--- src/rtl/bp_axil_nbf_assembler.sv ---
// AXI4-Lite slave: assembles five 32-bit NBF flits into a 136-bit command and buffers 32-bit responses (optional BP_AXIL_NBF_ASSEMBLER_FINISH_EN).
// Latency: AW+W accepted at t -> bvalid (and nbf_v_o on word 4) at t+2; AR at t -> rvalid at t+1.
// Backpressure: one-entry AW/W holds; word 4 stalls in the holds while the command slot is occupied.
module bp_axil_nbf_assembler #(
    parameter int          S_AXIL_ADDR_WIDTH = 64,
    parameter int          S_AXIL_DATA_WIDTH = 32,
    parameter logic [63:0] nbf_host_addr_p   = 64'h0,
    parameter int          resp_els_p        = 16
) (
    input  logic                           s_axil_aclk,
    input  logic                           s_axil_aresetn,
    input  logic [S_AXIL_ADDR_WIDTH-1:0]   s_axil_awaddr,
    input  logic                           s_axil_awvalid,
    output logic                           s_axil_awready,
    input  logic [2:0]                     s_axil_awprot,
    input  logic [S_AXIL_DATA_WIDTH-1:0]   s_axil_wdata,
    input  logic                           s_axil_wvalid,
    output logic                           s_axil_wready,
    input  logic [S_AXIL_DATA_WIDTH/8-1:0] s_axil_wstrb,
    output logic [1:0]                     s_axil_bresp,
    output logic                           s_axil_bvalid,
    input  logic                           s_axil_bready,
    input  logic [S_AXIL_ADDR_WIDTH-1:0]   s_axil_araddr,
    input  logic                           s_axil_arvalid,
    output logic                           s_axil_arready,
    input  logic [2:0]                     s_axil_arprot,
    output logic [S_AXIL_DATA_WIDTH-1:0]   s_axil_rdata,
    output logic [1:0]                     s_axil_rresp,
    output logic                           s_axil_rvalid,
    input  logic                           s_axil_rready,
    output logic [135:0]                   nbf_o,
    output logic                           nbf_v_o,
    input  logic                           nbf_ready_and_i,
    input  logic [31:0]                    resp_data_i,
    input  logic                           resp_v_i,
    output logic                           resp_ready_and_o,
    output logic                           done_o
);
    localparam int LP_CW = $clog2(resp_els_p);
    localparam logic [S_AXIL_ADDR_WIDTH-1:0] LP_HOST     = nbf_host_addr_p[S_AXIL_ADDR_WIDTH-1:0];
    localparam logic [S_AXIL_ADDR_WIDTH-1:0] LP_CNT_ADDR = S_AXIL_ADDR_WIDTH'(8'h10);
    localparam logic [S_AXIL_ADDR_WIDTH-1:0] LP_DAT_ADDR = S_AXIL_ADDR_WIDTH'(8'h14);
    localparam logic [LP_CW:0]               LP_FULL     = (LP_CW+1)'(resp_els_p);
    localparam logic [1:0] LP_OKAY   = 2'b00;
    localparam logic [1:0] LP_SLVERR = 2'b10;

    logic                         r_aw_full, r_w_full;
    logic [S_AXIL_ADDR_WIDTH-1:0] r_aw_addr;
    logic [S_AXIL_DATA_WIDTH-1:0] r_w_data;
    logic                         r_bvalid;
    logic [1:0]                   r_bresp;
    logic [2:0]                   r_cnt;
    logic [63:0]                  r_data, r_addr;
    logic [135:0]                 r_nbf;
    logic                         r_nbf_v;
    logic                         r_rvalid;
    logic [S_AXIL_DATA_WIDTH-1:0] r_rdata;
    logic [1:0]                   r_rresp;
    logic [31:0]                  r_mem [resp_els_p];
    logic [LP_CW-1:0]             r_wptr, r_rptr;
    logic [LP_CW:0]               r_count;

    logic w_host, w_last, w_commit, w_finish;
    logic w_ar_hs, w_empty, w_push, w_pop;
    logic w_unused;

    assign w_host   = (r_aw_addr == LP_HOST);
    assign w_last   = w_host & (r_cnt == 3'd4);
    // Only the final flit needs the command slot; earlier flits land in the staging registers.
    assign w_commit = r_aw_full & r_w_full & (~r_bvalid | s_axil_bready)
                    & (~w_last | ~r_nbf_v | nbf_ready_and_i);

`ifdef BP_AXIL_NBF_ASSEMBLER_FINISH_EN
    logic r_done;
    assign w_finish = (r_w_data[7:0] == 8'hFF);
    always_ff @(posedge s_axil_aclk or negedge s_axil_aresetn) begin
        if (!s_axil_aresetn)              r_done <= 1'b0;
        else if (w_commit & w_last & w_finish) r_done <= 1'b1;
    end
    assign done_o = r_done;
`else
    assign w_finish = 1'b0;
    assign done_o   = 1'b0;
`endif

    always_ff @(posedge s_axil_aclk or negedge s_axil_aresetn) begin
        if (!s_axil_aresetn) begin
            r_aw_full <= 1'b0;
            r_aw_addr <= '0;
            r_w_full  <= 1'b0;
            r_w_data  <= '0;
            r_bvalid  <= 1'b0;
            r_bresp   <= LP_OKAY;
            r_cnt     <= 3'd0;
            r_data    <= '0;
            r_addr    <= '0;
            r_nbf     <= '0;
            r_nbf_v   <= 1'b0;
        end else begin
            if (s_axil_awvalid & ~r_aw_full) begin
                r_aw_full <= 1'b1;
                r_aw_addr <= s_axil_awaddr;
            end else if (w_commit) begin
                r_aw_full <= 1'b0;
            end
            if (s_axil_wvalid & ~r_w_full) begin
                r_w_full <= 1'b1;
                r_w_data <= s_axil_wdata;
            end else if (w_commit) begin
                r_w_full <= 1'b0;
            end
            if (w_commit) begin
                r_bvalid <= 1'b1;
                r_bresp  <= w_host ? LP_OKAY : LP_SLVERR;
            end else if (s_axil_bready) begin
                r_bvalid <= 1'b0;
            end
            if (w_commit & w_host) begin
                case (r_cnt)
                    3'd0:    r_data[31:0]  <= r_w_data[31:0];
                    3'd1:    r_data[63:32] <= r_w_data[31:0];
                    3'd2:    r_addr[31:0]  <= r_w_data[31:0];
                    3'd3:    r_addr[63:32] <= r_w_data[31:0];
                    default: ;
                endcase
                r_cnt <= (r_cnt == 3'd4) ? 3'd0 : r_cnt + 3'd1;
            end
            if (w_commit & w_last & ~w_finish) begin
                r_nbf   <= {r_w_data[7:0], r_addr, r_data};
                r_nbf_v <= 1'b1;
            end else if (nbf_ready_and_i) begin
                r_nbf_v <= 1'b0;
            end
        end
    end

    assign w_ar_hs = s_axil_arvalid & ~r_rvalid;
    assign w_empty = (r_count == '0);
    assign w_pop   = w_ar_hs & (s_axil_araddr == LP_DAT_ADDR) & ~w_empty;
    // A pop in the same cycle frees a slot, so a full FIFO can still take a push.
    assign resp_ready_and_o = (r_count != LP_FULL) | w_pop;
    assign w_push  = resp_v_i & resp_ready_and_o;

    always_ff @(posedge s_axil_aclk or negedge s_axil_aresetn) begin
        if (!s_axil_aresetn) begin
            r_rvalid <= 1'b0;
            r_rdata  <= '0;
            r_rresp  <= LP_OKAY;
            r_wptr   <= '0;
            r_rptr   <= '0;
            r_count  <= '0;
        end else begin
            if (w_ar_hs) begin
                r_rvalid <= 1'b1;
                if (s_axil_araddr == LP_CNT_ADDR) begin
                    r_rdata <= S_AXIL_DATA_WIDTH'(r_count);
                    r_rresp <= LP_OKAY;
                end else if (s_axil_araddr == LP_DAT_ADDR) begin
                    r_rdata <= w_empty ? '0 : r_mem[r_rptr];
                    r_rresp <= LP_OKAY;
                end else begin
                    r_rdata <= '0;
                    r_rresp <= LP_SLVERR;
                end
            end else if (s_axil_rready) begin
                r_rvalid <= 1'b0;
            end
            if (w_push) r_wptr <= r_wptr + 1'b1;
            if (w_pop)  r_rptr <= r_rptr + 1'b1;
            case ({w_push, w_pop})
                2'b10:   r_count <= r_count + 1'b1;
                2'b01:   r_count <= r_count - 1'b1;
                default: ;
            endcase
        end
    end

    always_ff @(posedge s_axil_aclk) begin
        if (w_push) r_mem[r_wptr] <= resp_data_i;
    end

    assign s_axil_awready = ~r_aw_full;
    assign s_axil_wready  = ~r_w_full;
    assign s_axil_bvalid  = r_bvalid;
    assign s_axil_bresp   = r_bresp;
    assign s_axil_arready = ~r_rvalid;
    assign s_axil_rvalid  = r_rvalid;
    assign s_axil_rdata   = r_rdata;
    assign s_axil_rresp   = r_rresp;
    assign nbf_o          = r_nbf;
    assign nbf_v_o        = r_nbf_v;
    assign w_unused       = &{1'b0, s_axil_awprot, s_axil_wstrb, s_axil_arprot};
endmodule

--- config.mk ---
export PLATFORM = sky130hd
export DESIGN_NAME = bp_axil_nbf_assembler
export DESIGN_NICKNAME = d
export VERILOG_FILES = /design/src/rtl/bp_axil_nbf_assembler.sv
export SDC_FILE = /design/constraint.sdc
export NUM_CORES = 1
export LEC_CHECK = 0
export BUFFER_PORTS_ARGS = -buffer_cell sky130_fd_sc_hd__buf_2
export CORE_UTILIZATION = 61
export CTS_BUF_LIST = sky130_fd_sc_hd__clkbuf_8
export DETAILED_ROUTE_END_ITERATION = 12
export PLACE_DENSITY = 0.79
export SETUP_SLACK_MARGIN = 0.1
export SLEW_MARGIN = 20
export SYNTH_ARGS = -nofsm -noshare
export SYNTH_HDL_FRONTEND = slang
export SYNTH_SLANG_ARGS = --single-unit
--- constraint.sdc ---
create_clock -name s_axil_aclk -period 11.9 [get_ports s_axil_aclk]
set_input_delay 0.595 -clock s_axil_aclk [delete_from_list [all_inputs] [get_ports s_axil_aclk]]
set_output_delay 0.595 -clock s_axil_aclk [all_outputs]
set_load 0.02 [all_outputs]
* Word level (Yosys, flattened, before mapping)
Memories as Yosys holds them, arrays and structs flattened.
Index checks and enable logic that the tools add are counted.
Widths: inputs -> output; s select.
** Cells by class
- Add/sub/neg operators :: 5
- Equality and inequality tests :: 9
- Muxes and demuxes :: 19
- Bitwise logic cells :: 23
- Reductions and logical operators :: 13
** Operator list (number)
- $eq 64x5->1 const B :: 2
- $mux 32 :: 3
- $logic_not 64->1 :: 1
- $and 1x1->1 :: 12
- $reduce_bool 2->1 :: 6
- $mux 1 :: 11
- $pmux 5 s2 :: 1
- $add 4x1->4 const B :: 2
- $reduce_and 2->1 :: 4
- $not 1->1 :: 7
- $eq 3x2->1 const B :: 2
- $mux 2 :: 3
- $add 5x1->5 const B :: 1
- $logic_not 5->1 :: 1
- $ne 5x5->1 const B :: 1
- $sub 5x1->5 const B :: 1
- $or 1x1->1 :: 4
- $add 3x1->3 const B :: 1
- $eq 3x1->1 const B :: 1
- $eq 3x3->1 const B :: 1
- $logic_not 3->1 :: 1
- $mux 3 :: 1
- $eq 2x1->1 const B :: 1
- $eq 2x2->1 const B :: 1
** Storage, ports and cells
- Register bits :: 417
- Bits in writable memories :: 512
- Output and inout bits :: 180
- Memories :: 1
** Memories
- r_mem :: depth 16, bits a word 32, rd ports 1, clocked after Yosys merged registers in 0, wr ports 1, RTL line 59 : logic [31:0] r_mem [resp_els_p];

* Depth between registers and ports, before layout
- Depth after elaboration :: 8
- Mapped depth :: 11
- Mapped depth without buffers :: 11

* Worst setup path after synthesis
Ideal clock, no wire load.
- Path kind :: in2reg
- Start :: in s_axil_araddr[3]
- End :: mem r_mem[1][0] (enable)
- Arrival time :: 4.356 ns
- Data required time :: 11.439 ns
- Path slack :: 7.083 ns
- Cell stages on the path :: 7
- Buffers on the path :: 1
- Path through :: nor4_1 > nand4_1 > nor4_2 > a21o_1 > nand2b_1 > clkbuf_1 > nor3_1
** On the way
- Word-level cells in the longest chain between the ends :: 7
** Ends and longest elaborated chain
- start: declaration :: RTL line 23 : input logic [S_AXIL_ADDR_WIDTH-1:0] s_axil_araddr,
- $eq 64x5->1 :: RTL line 139 : assign w_pop = w_ar_hs & (s_axil_araddr == LP_DAT_ADDR) & ~w_empty;
- $and 1x1->1 (2 in series) :: RTL line 139
- $or 1x1->1 :: RTL line 141 : assign resp_ready_and_o = (r_count != LP_FULL) | w_pop;
- via resp_ready_and_o :: RTL line 36 : output logic resp_ready_and_o,
- $and 1x1->1 :: RTL line 142 : assign w_push = resp_v_i & resp_ready_and_o;
- $mux 1 :: RTL line 179 : if (w_push) r_mem[r_wptr] <= resp_data_i;
- $mux 1 (implied by the code) :: RTL line 179
- end: declaration :: RTL line 59
The timed path passes the listed nets, and every way through them passes these cells.

* Worst setup path in the final report
- Start :: reg r_aw_addr[15]
- End :: reg r_nbf[89] (netlist: nbf_o[89])
** On the way
- Word-level cells in the longest chain between the ends :: 7
** Ends and longest elaborated chain
- start: declaration :: RTL line 48 : logic [S_AXIL_ADDR_WIDTH-1:0] r_aw_addr;
- start signal: assignment :: RTL line 102 : r_aw_addr <= s_axil_awaddr;
- $logic_not 64->1 (*) :: RTL line 67 : assign w_host = (r_aw_addr == LP_HOST);
- $and 1x1->1 (*) :: RTL line 68 : assign w_last = w_host & (r_cnt == 3'd4);
- $not 1->1 :: RTL line 71 : & (~w_last | ~r_nbf_v | nbf_ready_and_i);
- $or 1x1->1 (2 in series) :: RTL line 71
- $and 1x1->1 :: RTL line 71
- $and 1x1->1 (*) :: RTL line 128 : if (w_commit & w_last & ~w_finish) begin
- end signal: assignment :: RTL line 129 : r_nbf <= {r_w_data[7:0], r_addr, r_data};
- end: declaration :: RTL line 54 : logic [135:0] r_nbf;
Every way passes the cells marked *; elsewhere a longest branch is shown, timed or not.
A chain may end at the register's enable or synchronous reset.

==> impl_metrics.py <==
metrics = {
    "worst_setup_path": {
        "worstPathArrival_ps": 4710,
        "cp-end-kind": "flop",
        "required_ps": 12520,
        "r2r_slack_ps": 7800,
        "worstSetupStartpointType": "flop",
        "crit_type": "reg -> reg",
        "path_max_fanout": 84,
        "rr_worst_depth": 8,
    },
    "power_and_ir_drop": {
        "p_leak_nw": 17.37,
        "p_per_area_mw_per_mm2": 172.7,
        "peakVddDrop_v": 0.0001346,
    },
    "floorplan": {
        "pin_count": 391,
        "core_mm2": 0.05693,
        "die_y_um": 243.0,
        "initial_utilization": 0.6224,
        "dieArea_mm2": 0.05905,
        "die_w_um": 243.0,
        "std_cell_rows": 87,
    },
    "timing": {
        "rsz0062_at_grt": "false",
        "hold_viol": 0,
        "max_freq_mhz": 244.2,
        "max-slew-margin-rel": 0.3136,
        "whs_ps": 74.39,
        "period_share": 0.3441,
        "setup_viol": 0,
        "finalClockSkew_ps": 39.94,
        "fin_setup_tns_ps": 0,
        "worstMarginPinSlew_ps": 1026,
        "post-route-min-period_ps": 4095,
        "drv_slew": 0,
    },
    "final_layout": {
        "final_cell_mix": "edfxtp_1 (512), dfrtp_1 (411), buf_2 (376)",
        "fill_cells": 3236,
        "final_common_cell": "edfxtp_1",
        "layout.nets": 2574,
        "register_area_mm2": 0.02577,
        "drive_above_1_share": 0.4727,
        "area_growth_pct": 17.50,
        "multiInputGateArea_mm2": 0.009410,
    },
    "place": {
        "io_buffers": 377,
        "place_congestion": 0.8736,
        "hpwl_um": 44940,
    },
    "global_routing": {
        "grt_max_degree": 120,
        "first_global_vias": 19970,
        "grt_use_total": 0.2746,
        "grt_pass1_wl_um": 119500,
        "grt_overflow_total": 0,
        "antenna_found_initial": 10,
    },
    "logic_synthesis": {
        "synth_warnings": 0,
        "syn_inst": 1829,
        "ys_ff_latch": 927,
        "ys_types": 45,
        "yosysSeqAreaShare": 0.7270,
        "synthFlopType": "edfxtp_1",
        "synth.avg_cell_area_um2": 19.37,
        "async_flop_share": 0.4477,
        "synth_edf_count": 512,
        "syn-cell-area_mm2": 0.03543,
    },
    "clocking": {
        "root_buffer": "clkbuf_8",
        "cts.sinks": 927,
        "cts_tree": "done",
        "clk_transition_reported_paths_ps": 70,
        "cts_max_path_buffers": 3,
        "clock_latency_ps": 770,
        "post_cts_buffers": 0,
        "numCtsBuffers": 142,
        "cts_max_level": 4,
    },
    "route": {
        "first_pass_iters": 5,
        "drcViolationCount": 0,
        "ant_nets": 0,
        "vias_per_cell": 5.936,
        "vias": 19070,
        "drt_iter0_drc": 1536,
        "avgRoutedWirePerCell_um": 24.61,
        "drt_wl_total_um": 79060,
    },
    "hold_path": {
        "hold_class": "in -> reg",
        "holdPathStages": 2,
    },
    "outcome": {
        "status": "completed",
    },
    "flow_run": {
        "maxCapViolCount": 0,
    },
}
## state kept, by name (all words and copies together), names as in the netlist
register / cells
r_data: 64
r_count: 5
s_axil_rdata: 32
r_aw_full: 1
r_cnt: 3
s_axil_rvalid: 1
r_wptr: 4
nbf_v_o: 1
s_axil_bresp: 1
r_addr: 64
nbf_o: 136
r_w_full: 1
r_rptr: 4
r_aw_addr: 64
r_mem: 512
s_axil_rresp: 1
r_w_data: 32
s_axil_bvalid: 1
## per-layer routing
layer  wire length, um  track usage  vias to the layer above
li1                  -            -                     8177
met1             31920       0.3730                     9920
met2             39030       0.4382                      821
met3              6234      0.06811                      142
met4              1794      0.09693                       12
met5                76            0                        -
## critical path: stages, from the launching register on
cell     delay (ps)
dfrtp_1         380
nor4_1          480
nand4_1         170
nor4_1          640
nor3b_2         910
nand3_4         100
buf_6           340
buf_4           470
mux2_2          370
## through the flow
| step | total power [mW] | util | cells | worst slack (ps) | area [um^2] |
|---|---|---|---|---|---|
| final | 7.190 | 0.7313 | 3213 | 7805 | 41630 |
| after CTS | 7.242 | 0.7304 | 3209 | 7452 | 41580 |
| after global routing | 7.485 | 0.7313 | 3212 | 7548 | 41630 |
| after detailed placement | 4.729 | 0.6732 | 2907 | 7452 | 38320 |
| after floorplan | 4.381 | - | 1831 | 7083 | 35440 |
| after global placement | 4.670 | 0.6732 | 2907 | 7531 | 38320 |
## what timing repair did
item                                    CTS  global route
endpoints found under the setup margin    0             0
resized for setup                         0             0
hold buffers                             53             0
hold endpoints to repair                169             0
## final timing paths
path / startpoint / to
setup / recovery: r_aw_addr[15] / nbf_o[89]
hold / removal: s_axil_awaddr[49] / r_aw_addr[49]
setup reg to reg: r_aw_addr[15] / nbf_o[89]
hold reg to reg: s_axil_rdata[28] / s_axil_rdata[28]
max in group asynchronous: s_axil_aresetn / nbf_o[93]
min in group asynchronous: s_axil_aresetn / nbf_o[46]
## synthesized netlist by cell type, drive strengths merged (10+ instances only)
library cell | count | area, um^2
mux2 | 368 | 4144
edfxtp | 512 | 15370
nor4 | 34 | 219.0
dfrtp | 415 | 10380
o21ai | 12 | 60.06
ha | 13 | 162.7
inv | 10 | 37.54
nand2 | 71 | 266.5
nor2 | 31 | 116.4
buf | 44 | 221.5
mux4 | 155 | 3491
clkbuf | 49 | 183.9
nand3 | 43 | 225.2
## power by group
group / switching, mW / internal (mW)
logic: 0.404 / 0.311
clock network: 1.17 / 1.33
registers: 0.213 / 3.76
## cell type report
class | count | share of cell area
flip-flops and latches | 927 | 0.6190
multi-input cells | 801 | 0.2260
repair buffers | 467 | 0.06563
clock buffers | 169 | 0.05587
well taps | 756 | 0.02272
clock inverters | 80 | 0.009707
inverters | 10 | 0.0009016
diodes | 3 | 0.0001803
## cells by family after synthesis
| group | count (synthesis) | share of synthesized area |
|---|---|---|
| DFF | 927 | 0.7270 |
| muxes | 529 | 0.2172 |
| and+or+nand+nor | 209 | 0.02910 |
| buffers and inverters | 103 | 0.01250 |
| AOI/OAI and AO/OA | 37 | 0.006710 |
| adders and majority gates | 14 | 0.005156 |
| xor gates and xnor gates | 9 | 0.002225 |
| other | 1 | 0.0001058 |
Note: power is estimated with default switching activity, not from simulation.
